===== src/rtl/eth_rx_mac.sv =====
// eth_rx_mac: nibble-wide Ethernet receive framer. It detects preamble/SFD, filters on the
// destination address, checks CRC-32 and length, strips the FCS and keeps frame statistics.
module eth_rx_mac #(
  parameter int MIN_FRAME = 64,
  parameter int MAX_FRAME = 1518
) (
  input  logic        clk,
  input  logic        rst_n,
  input  logic        rx_en,
  input  logic        rgmii_rx_ctl,
  input  logic [3:0]  rgmii_rxd,
  input  logic [47:0] mac_addr,
  input  logic        promisc_en,
  input  logic        bcast_en,
  output logic [7:0]  rx_data,
  output logic        rx_valid,
  output logic        rx_last,
  output logic        rx_err,
  output logic [3:0]  rx_status,
  output logic [31:0] frame_ok_count,
  output logic [31:0] frame_err_count,
  output logic [31:0] drop_count
);

  localparam int               LEN_W       = $clog2(MAX_FRAME + 2);
  localparam logic [LEN_W-1:0] LEN_SAT     = LEN_W'(MAX_FRAME + 1);
  localparam logic [LEN_W-1:0] LEN_MIN     = LEN_W'(MIN_FRAME);
  localparam logic [LEN_W-1:0] LEN_ADDR    = LEN_W'(6);
  localparam logic [LEN_W-1:0] LEN_EMIT    = LEN_W'(7);
  localparam logic [31:0]      CRC_INIT    = 32'hFFFF_FFFF;
  localparam logic [31:0]      CRC_RESIDUE = 32'hDEBB_20E3;

  typedef enum logic [2:0] {
    ST_IDLE     = 3'd0,
    ST_PREAMBLE = 3'd1,
    ST_DATA     = 3'd2,
    ST_DRAIN    = 3'd3,
    ST_DROP     = 3'd4
  } state_t;

  // Reflected CRC-32 (0xEDB88320), one byte, LSB first, no inversion.
  function automatic logic [31:0] crc32_byte(input logic [31:0] crc, input logic [7:0] data);
    logic [31:0] c;
    c = crc;
    for (int i = 0; i < 8; i++) begin
      if (c[0] ^ data[i]) c = (c >> 1) ^ 32'hEDB8_8320;
      else                c = c >> 1;
    end
    return c;
  endfunction

  state_t           state_r, state_s;
  logic             phase_r, phase_s;
  logic [3:0]       lo_r, lo_s;
  logic [31:0]      crc_r, crc_s;
  logic [47:0]      dl_r, dl_s;
  logic [LEN_W-1:0] len_r, len_s;
  logic             drain_r, drain_s;
  logic [3:0]       status_r, status_s;

  logic [7:0]       rx_data_r, data_s;
  logic             rx_valid_r, valid_s;
  logic             rx_last_r, last_s;
  logic             rx_err_r, err_s;
  logic [3:0]       rx_status_r, stat_out_s;
  logic             drop_inc_s;
  logic [31:0]      ok_cnt_r, err_cnt_r, drop_cnt_r;

  logic [7:0]       byte_s;
  logic [47:0]      dest_s;
  logic             addr_ok_s;
  logic [LEN_W-1:0] len_inc_s;

  // The delay line holds bytes L-5..L (oldest in the top byte), so the destination is
  // the delay line shifted by the byte completing right now.
  assign byte_s    = {rgmii_rxd, lo_r};
  assign dest_s    = {dl_r[39:0], byte_s};
  assign addr_ok_s = promisc_en || (dest_s == mac_addr) ||
                     (bcast_en && (dest_s == 48'hFFFF_FFFF_FFFF));
  assign len_inc_s = (len_r == LEN_SAT) ? len_r : len_r + LEN_W'(1);

  // Next-state, datapath and output-beat decode.
  always_comb begin
    state_s    = state_r;
    phase_s    = phase_r;
    lo_s       = lo_r;
    crc_s      = crc_r;
    dl_s       = dl_r;
    len_s      = len_r;
    drain_s    = drain_r;
    status_s   = status_r;
    data_s     = 8'h00;
    valid_s    = 1'b0;
    last_s     = 1'b0;
    err_s      = 1'b0;
    stat_out_s = 4'h0;
    drop_inc_s = 1'b0;
    case (state_r)
      ST_IDLE: begin
        if (rgmii_rx_ctl) begin
          if ((rgmii_rxd == 4'h5) && rx_en) state_s = ST_PREAMBLE;
          else                              state_s = ST_DROP;
        end else begin
          state_s = ST_IDLE;
        end
      end
      ST_PREAMBLE: begin
        if (!rgmii_rx_ctl) begin
          state_s = ST_IDLE;
        end else if (rgmii_rxd == 4'h5) begin
          state_s = ST_PREAMBLE;
        end else if (rgmii_rxd == 4'hD) begin
          state_s = ST_DATA;
          crc_s   = CRC_INIT;
          len_s   = '0;
          phase_s = 1'b0;
        end else begin
          state_s    = ST_DROP;
          drop_inc_s = 1'b1;
        end
      end
      ST_DATA: begin
        if (rgmii_rx_ctl) begin
          if (!phase_r) begin
            lo_s    = rgmii_rxd;
            phase_s = 1'b1;
          end else begin
            phase_s = 1'b0;
            crc_s   = crc32_byte(crc_r, byte_s);
            dl_s    = dest_s;
            len_s   = len_inc_s;
            if (len_inc_s == LEN_ADDR) begin
              if (!addr_ok_s) begin
                state_s    = ST_DROP;
                drop_inc_s = 1'b1;
              end else begin
                state_s = ST_DATA;
              end
            end else if (len_inc_s == LEN_SAT) begin
              // Oversize: terminate the frame with an empty error beat.
              valid_s    = 1'b1;
              last_s     = 1'b1;
              err_s      = 1'b1;
              stat_out_s = 4'b0100;
              state_s    = ST_DROP;
            end else if (len_inc_s >= LEN_EMIT) begin
              valid_s = 1'b1;
              data_s  = dl_r[47:40];
            end else begin
              state_s = ST_DATA;
            end
          end
        end else begin
          if (len_r < LEN_ADDR) begin
            state_s    = ST_IDLE;
            drop_inc_s = 1'b1;
          end else begin
            state_s  = ST_DRAIN;
            drain_s  = 1'b0;
            valid_s  = 1'b1;
            data_s   = dl_r[47:40];
            status_s = {phase_r, 1'b0, (len_r < LEN_MIN), (crc_r != CRC_RESIDUE)};
          end
        end
      end
      ST_DRAIN: begin
        if (!drain_r) begin
          drain_s    = 1'b1;
          valid_s    = 1'b1;
          last_s     = 1'b1;
          data_s     = dl_r[39:32];
          stat_out_s = status_r;
          err_s      = |status_r;
        end else begin
          state_s = ST_IDLE;
        end
      end
      ST_DROP: begin
        if (!rgmii_rx_ctl) state_s = ST_IDLE;
        else               state_s = ST_DROP;
      end
      default: begin
        state_s = ST_IDLE;
      end
    endcase
  end

  // State and datapath registers.
  always_ff @(posedge clk or negedge rst_n) begin
    if (!rst_n) begin
      state_r  <= ST_IDLE;
      phase_r  <= 1'b0;
      lo_r     <= 4'h0;
      crc_r    <= CRC_INIT;
      dl_r     <= 48'h0;
      len_r    <= '0;
      drain_r  <= 1'b0;
      status_r <= 4'h0;
    end else begin
      state_r  <= state_s;
      phase_r  <= phase_s;
      lo_r     <= lo_s;
      crc_r    <= crc_s;
      dl_r     <= dl_s;
      len_r    <= len_s;
      drain_r  <= drain_s;
      status_r <= status_s;
    end
  end

  // Registered output beat.
  always_ff @(posedge clk or negedge rst_n) begin
    if (!rst_n) begin
      rx_data_r   <= 8'h00;
      rx_valid_r  <= 1'b0;
      rx_last_r   <= 1'b0;
      rx_err_r    <= 1'b0;
      rx_status_r <= 4'h0;
    end else begin
      rx_data_r   <= data_s;
      rx_valid_r  <= valid_s;
      rx_last_r   <= last_s;
      rx_err_r    <= err_s;
      rx_status_r <= stat_out_s;
    end
  end

  // Frame counters; ok/err follow the rx_last beat by one cycle.
  always_ff @(posedge clk or negedge rst_n) begin
    if (!rst_n) begin
      ok_cnt_r   <= 32'd0;
      err_cnt_r  <= 32'd0;
      drop_cnt_r <= 32'd0;
    end else begin
      if (drop_inc_s)              drop_cnt_r <= drop_cnt_r + 32'd1;
      if (rx_last_r && !rx_err_r)  ok_cnt_r   <= ok_cnt_r + 32'd1;
      if (rx_last_r && rx_err_r)   err_cnt_r  <= err_cnt_r + 32'd1;
    end
  end

  assign rx_data         = rx_data_r;
  assign rx_valid        = rx_valid_r;
  assign rx_last         = rx_last_r;
  assign rx_err          = rx_err_r;
  assign rx_status       = rx_status_r;
  assign frame_ok_count  = ok_cnt_r;
  assign frame_err_count = err_cnt_r;
  assign drop_count      = drop_cnt_r;

endmodule


===== config.mk =====
export PLATFORM = sky130hd
export DESIGN_NAME = eth_rx_mac
export DESIGN_NICKNAME = d
export VERILOG_FILES = /design/src/rtl/eth_rx_mac.sv
export SDC_FILE = /design/constraint.sdc
export NUM_CORES = 1
export LEC_CHECK = 0
export ABC_AREA = 1
export CORE_MARGIN = 5
export CORE_UTILIZATION = 30
export DETAILED_ROUTE_END_ITERATION = 6
export PLACE_DENSITY_LB_ADDON = 0.12
export SYNTH_ARGS = -nofsm -noshare
export SYNTH_HDL_FRONTEND = slang
export SYNTH_SLANG_ARGS = --single-unit

===== constraint.sdc =====
create_clock -name clk -period 4.6 [get_ports clk]
set_input_delay 1.38 -clock clk [delete_from_list [all_inputs] [get_ports clk]]
set_output_delay 1.38 -clock clk [all_outputs]
set_load 0.1 [all_outputs]

==> results list <==
- Average wire per standard cell: 14.96 um
- Post-CTS repair changed the size of 0 cells.
- Effective utilization at floorplan: a little under a third
- Minimum clock period after layout: around 3.6 ns
* Sequential fraction of design power: between 40% and 50%
- Placer congestion estimate: between 0.8 and 0.9
- Counting every sink on the clock net gives 214.
- Port-buffer cells: 168
- Layout Skew: between 0.01 and 0.015 ns
- Cell Chain, Critical Path: clkdlybuf4s50_1
* Maximum number of pins on one net before global-route repair: 86
- In this run, synthesis produced a sequential element count of 214.
- The worst pin sits at a relative slew slack of 29.61%.
* Overall die height: 209.4 um
* Gate count of the mapped netlist: around 1500
- Yosys top cell by area: sky130_fd_sc_hd__dfrtp_1
- Sum Neg Setup Slack: 0 ns
- Setup violations remaining at the end of the flow were counted as 0.
- IR Drop Worst-Case VDD: 0.0002418 V
* Unrepaired setup endpoints after global routing: false
- Of the cells placed in the final design, the portion with a size suffix greater than 1 is 7.948%.
- The critical path is of the reg -> out type.
- In this run the number of H-tree levels came out at 1.
- Timing analysis after detailed placement gives a worst setup slack of 0.6358 ns.
- Num ports: 169
* Worst hold path stage count: 2
- Counting cells, the worst reg-to-reg path comes to 14.
- The detail route stage leaves a number of antenna-violating nets equal to 0.
- In this run, the clock network consumes a little under half of the power.
- Crit Path Max Fanout: 7
- Switching power: about 1.4 mW
* Average instance area after synthesis: between 7 and 8 um^2
- R2r setup slk: around 1.7 ns
* Final HPWL from detailed placement: 24520 um
- Cell types occupying the most area after synthesis: sky130_fd_sc_hd__dfrtp_1, sky130_fd_sc_hd__nand2_1, sky130_fd_sc_hd__dfstp_2
* Class of the most critical hold timing path: reg -> reg
* Core area: 0.03955 mm^2
* # diodes: 0
* P_leak: ~7 nW
* Transition time at the pin with the least slew margin: 1.053 ns
- Top-area cell type share of the netlist area: 38.18%
- Standard-cell rows: 73
- Highest achievable clock rate: approximately 280 MHz
* Mean number of vias per cell: 4.574
- In this run, post-CTS hold repair placed 0 buffers.
- Clock latency on the worst-skew pair, taken at its later pin, is 0.54 ns.
- The largest single stage delay on the critical path is 1.19 ns.
* Number of global-route vias before repair: slightly above 10000
* Combinational group share of total power: 14.5%
* Total Routed Length: between 30000 and 40000 um
- Number of buffer and inverter stages on the critical path: 1
- Broken down by cell family, the worst path's largest delay share belongs to buffers and inverters.
- The slowest stage of the critical path is the sky130_fd_sc_hd__clkdlybuf4s50_1 cell.
* Switch share: between 20 and 30%
- The run finished with clean final reports.
* Final worst slack: 0.9842 ns
- Across the run, the number of max-cap violations was 0.
- Number of max-slew violations in the final report: 0
- The final critical path takes up 78.60% of the cycle.
- First-pass GRT wire length: 55130 um
- Total clock buffers created by CTS: 28
- Horizontal die dimension: between 200 and 250 um
- Kind of capture point of the worst setup path: output port
- Overall power: 5.228 mW
- Cell at the root of the clock tree: sky130_fd_sc_hd__clkbuf_16
* Clock transition at the registers of the reported paths: 0.06 ns
* Share of synthesized area occupied by flip-flops and latches: between 40% and 50%
* Fill cell total of the finished layout: 4130
- After global routing the overflow that remains totals 0.
- STA classifies the critical path startpoint as a flip-flop.
- For hold timing, the worst endpoint is dl_r[45]$_DFFE_PN0P_.
- R2R Path Start: len_r[0]$_DFFE_PN0P_
* Count of unique library cells instantiated by Yosys: between 40 and 50
- Net Count, Synth: 1555
* Detailed Route Iter0 Violations: approximately 520
* Post-Synthesis Cell Area: 0.01193 mm^2
* Register cell area after layout: 0.005395 mm^2
* Initial antenna violation count: 0
- Total Die Area: 0.04385 mm^2
* Critical R2R Capture: drop_count[0]$_DFFE_PN0P_
- Multi-input combinational cell area: 0.005747 mm^2
- The final layout contains around 1700 nets.
- Synth-to-layout area growth: 27.47%
* Count of unresolved DRC violations after routing: 0
* WP data arrival: 2.24 ns
- In this run the deepest clock path goes through 3 buffers.
- The number of hold violations in the final report was 0.
- The worst hold path begins at dl_r[45]$_DFFE_PN0P_.
- For this run, the number of Yosys warnings is 0.
- For the worst setup path, the data required time is 3.22 ns.
* Total via count in the routed design: 10114
- Power spread over the standard cell area amounts to approximately 340 mW/mm^2.
- Overall fraction of global-route tracks in use: 14.97%
* Internal power consumption: 3.827 mW
- Setup repair bufs after CTS: 0
- TritonCTS built the clock tree.
- Drt pass-1 iters: 5
==> synth_stat cells, drive strengths merged <==
cell type / count
dfrtp: 182
a32oi: 2
nor4: 14
or2: 6
nand2: 430
dfstp: 32
nor3b: 2
nor3: 54
a211oi: 4
buf: 20
xor2: 97
o21bai: 3
o21ai: 69
nand3: 93
clkinv: 2
clkbuf: 14
o22ai: 21
nand3b: 3
o211ai: 4
xnor2: 91
a21oi: 20
inv: 163
nor2: 129
nand4: 32
a31oi: 2
ha: 4
==> how the worst max path moves through the flow <==
stage                          startpoint                          to  slack (ns)  depth (start not counted)
4_1_cts        drop_count[25]$_DFFE_PN0P_              drop_count[25]        0.93                          1
2_1_floorplan                rgmii_rxd[1]       crc_r[22]$_DFFE_PN1P_        1.79                         11
3_5_place_dp                 rgmii_rxd[1]  drop_count[25]$_DFFE_PN0P_        0.64                         15
3_3_place_gp                 rgmii_rxd[2]  drop_count[20]$_DFFE_PN0P_        0.63                         13
6_report       drop_count[20]$_DFFE_PN0P_              drop_count[20]        0.98                          1
5_1_grt        drop_count[25]$_DFFE_PN0P_              drop_count[25]        0.91                          1
==> power by group through the flow <==
| stage | logic [mW] | registers [mW] | clock network (mW) |
|---|---|---|---|
| final | 0.759 | 2.09 | 2.38 |
| after global routing | 0.870 | 2.10 | 2.54 |
| after detailed placement | 0.765 | 2.12 | 0 |
| after floorplan | 0.543 | 2.09 | 0 |
| after CTS | 0.768 | 2.09 | 2.47 |
| after global placement | 0.760 | 2.12 | 0 |
==> cell usage in the layout, fill, tap and decap left out, types with 6 or more instances in the layout <==
cell type,instances
sky130_fd_sc_hd__a21oi_1,19
sky130_fd_sc_hd__clkbuf_16,29
sky130_fd_sc_hd__clkbuf_8,7
sky130_fd_sc_hd__clkdlybuf4s50_1,167
sky130_fd_sc_hd__clkinv_2,6
sky130_fd_sc_hd__dfrtp_1,182
sky130_fd_sc_hd__dfstp_2,32
sky130_fd_sc_hd__inv_1,160
sky130_fd_sc_hd__nand2_1,415
sky130_fd_sc_hd__nand2_2,13
sky130_fd_sc_hd__nand3_1,91
sky130_fd_sc_hd__nand4_1,32
sky130_fd_sc_hd__nor2_1,119
sky130_fd_sc_hd__nor2_2,8
sky130_fd_sc_hd__nor3_1,52
sky130_fd_sc_hd__nor4_1,13
sky130_fd_sc_hd__o21ai_0,67
sky130_fd_sc_hd__o22ai_1,21
sky130_fd_sc_hd__or2_2,6
sky130_fd_sc_hd__xnor2_1,88
sky130_fd_sc_hd__xor2_1,96
==> metrics by stage <==
step / hold WS (ns) / instance area (um^2) / util, % / instances
after floorplan: 0.4339 / 11930 / - / 1493
after global placement: 0.4518 / 14180 / 35.86 / 2159
after detailed placement: 0.4595 / 14180 / 35.86 / 2159
after CTS: 0.4738 / 15210 / 38.45 / 2211
after global routing: 0.4875 / 15210 / 38.45 / 2211
final: 0.4725 / 15210 / 38.45 / 2211
==> cell type report <==
type | count | share of cell area (%)
clock buffer | 40 | 5.504
clock inverter | 12 | 1.234
inverter | 165 | 4.073
multi-input combinational | 1080 | 37.79
sequential | 214 | 35.48
tap | 525 | 4.320
timing repair buffer | 175 | 11.60
==> state kept, by name, summed over array words and instances, names as in the netlist, 4 cells and up <==
register and flops:
dl_r 48, crc_r 32, drop_count 32, frame_err_count 32, frame_ok_count 32, len_r 11
rx_data 8, lo_r 4, rx_status 4
==> cells by family (layout without fill, tap and decap cells) <==
family / Yosys count / after routing / share of synthesized area (%)
AOI/OAI and AO/OA: 125 / 125 / 5.873
xor gates and xnor gates: 188 / 188 / 14.05
adders and majority gates: 4 / 4 / 0.4195
buffers and inverters: 199 / 392 / 6.702
DFF: 214 / 214 / 45.22
and+or+nand+nor: 763 / 763 / 27.73
==> layer usage <==
layer / vias to the layer above / share of wire, % / global-route usage [%]
met5: - / 0 / 0
met4: 0 / 1.7 / 2.925
met3: 37 / 3.9 / 2.197
met2: 171 / 46 / 24.70
met1: 4790 / 48 / 21.12
li1: 5116 / - / -
(Power assumes the default switching activity.)
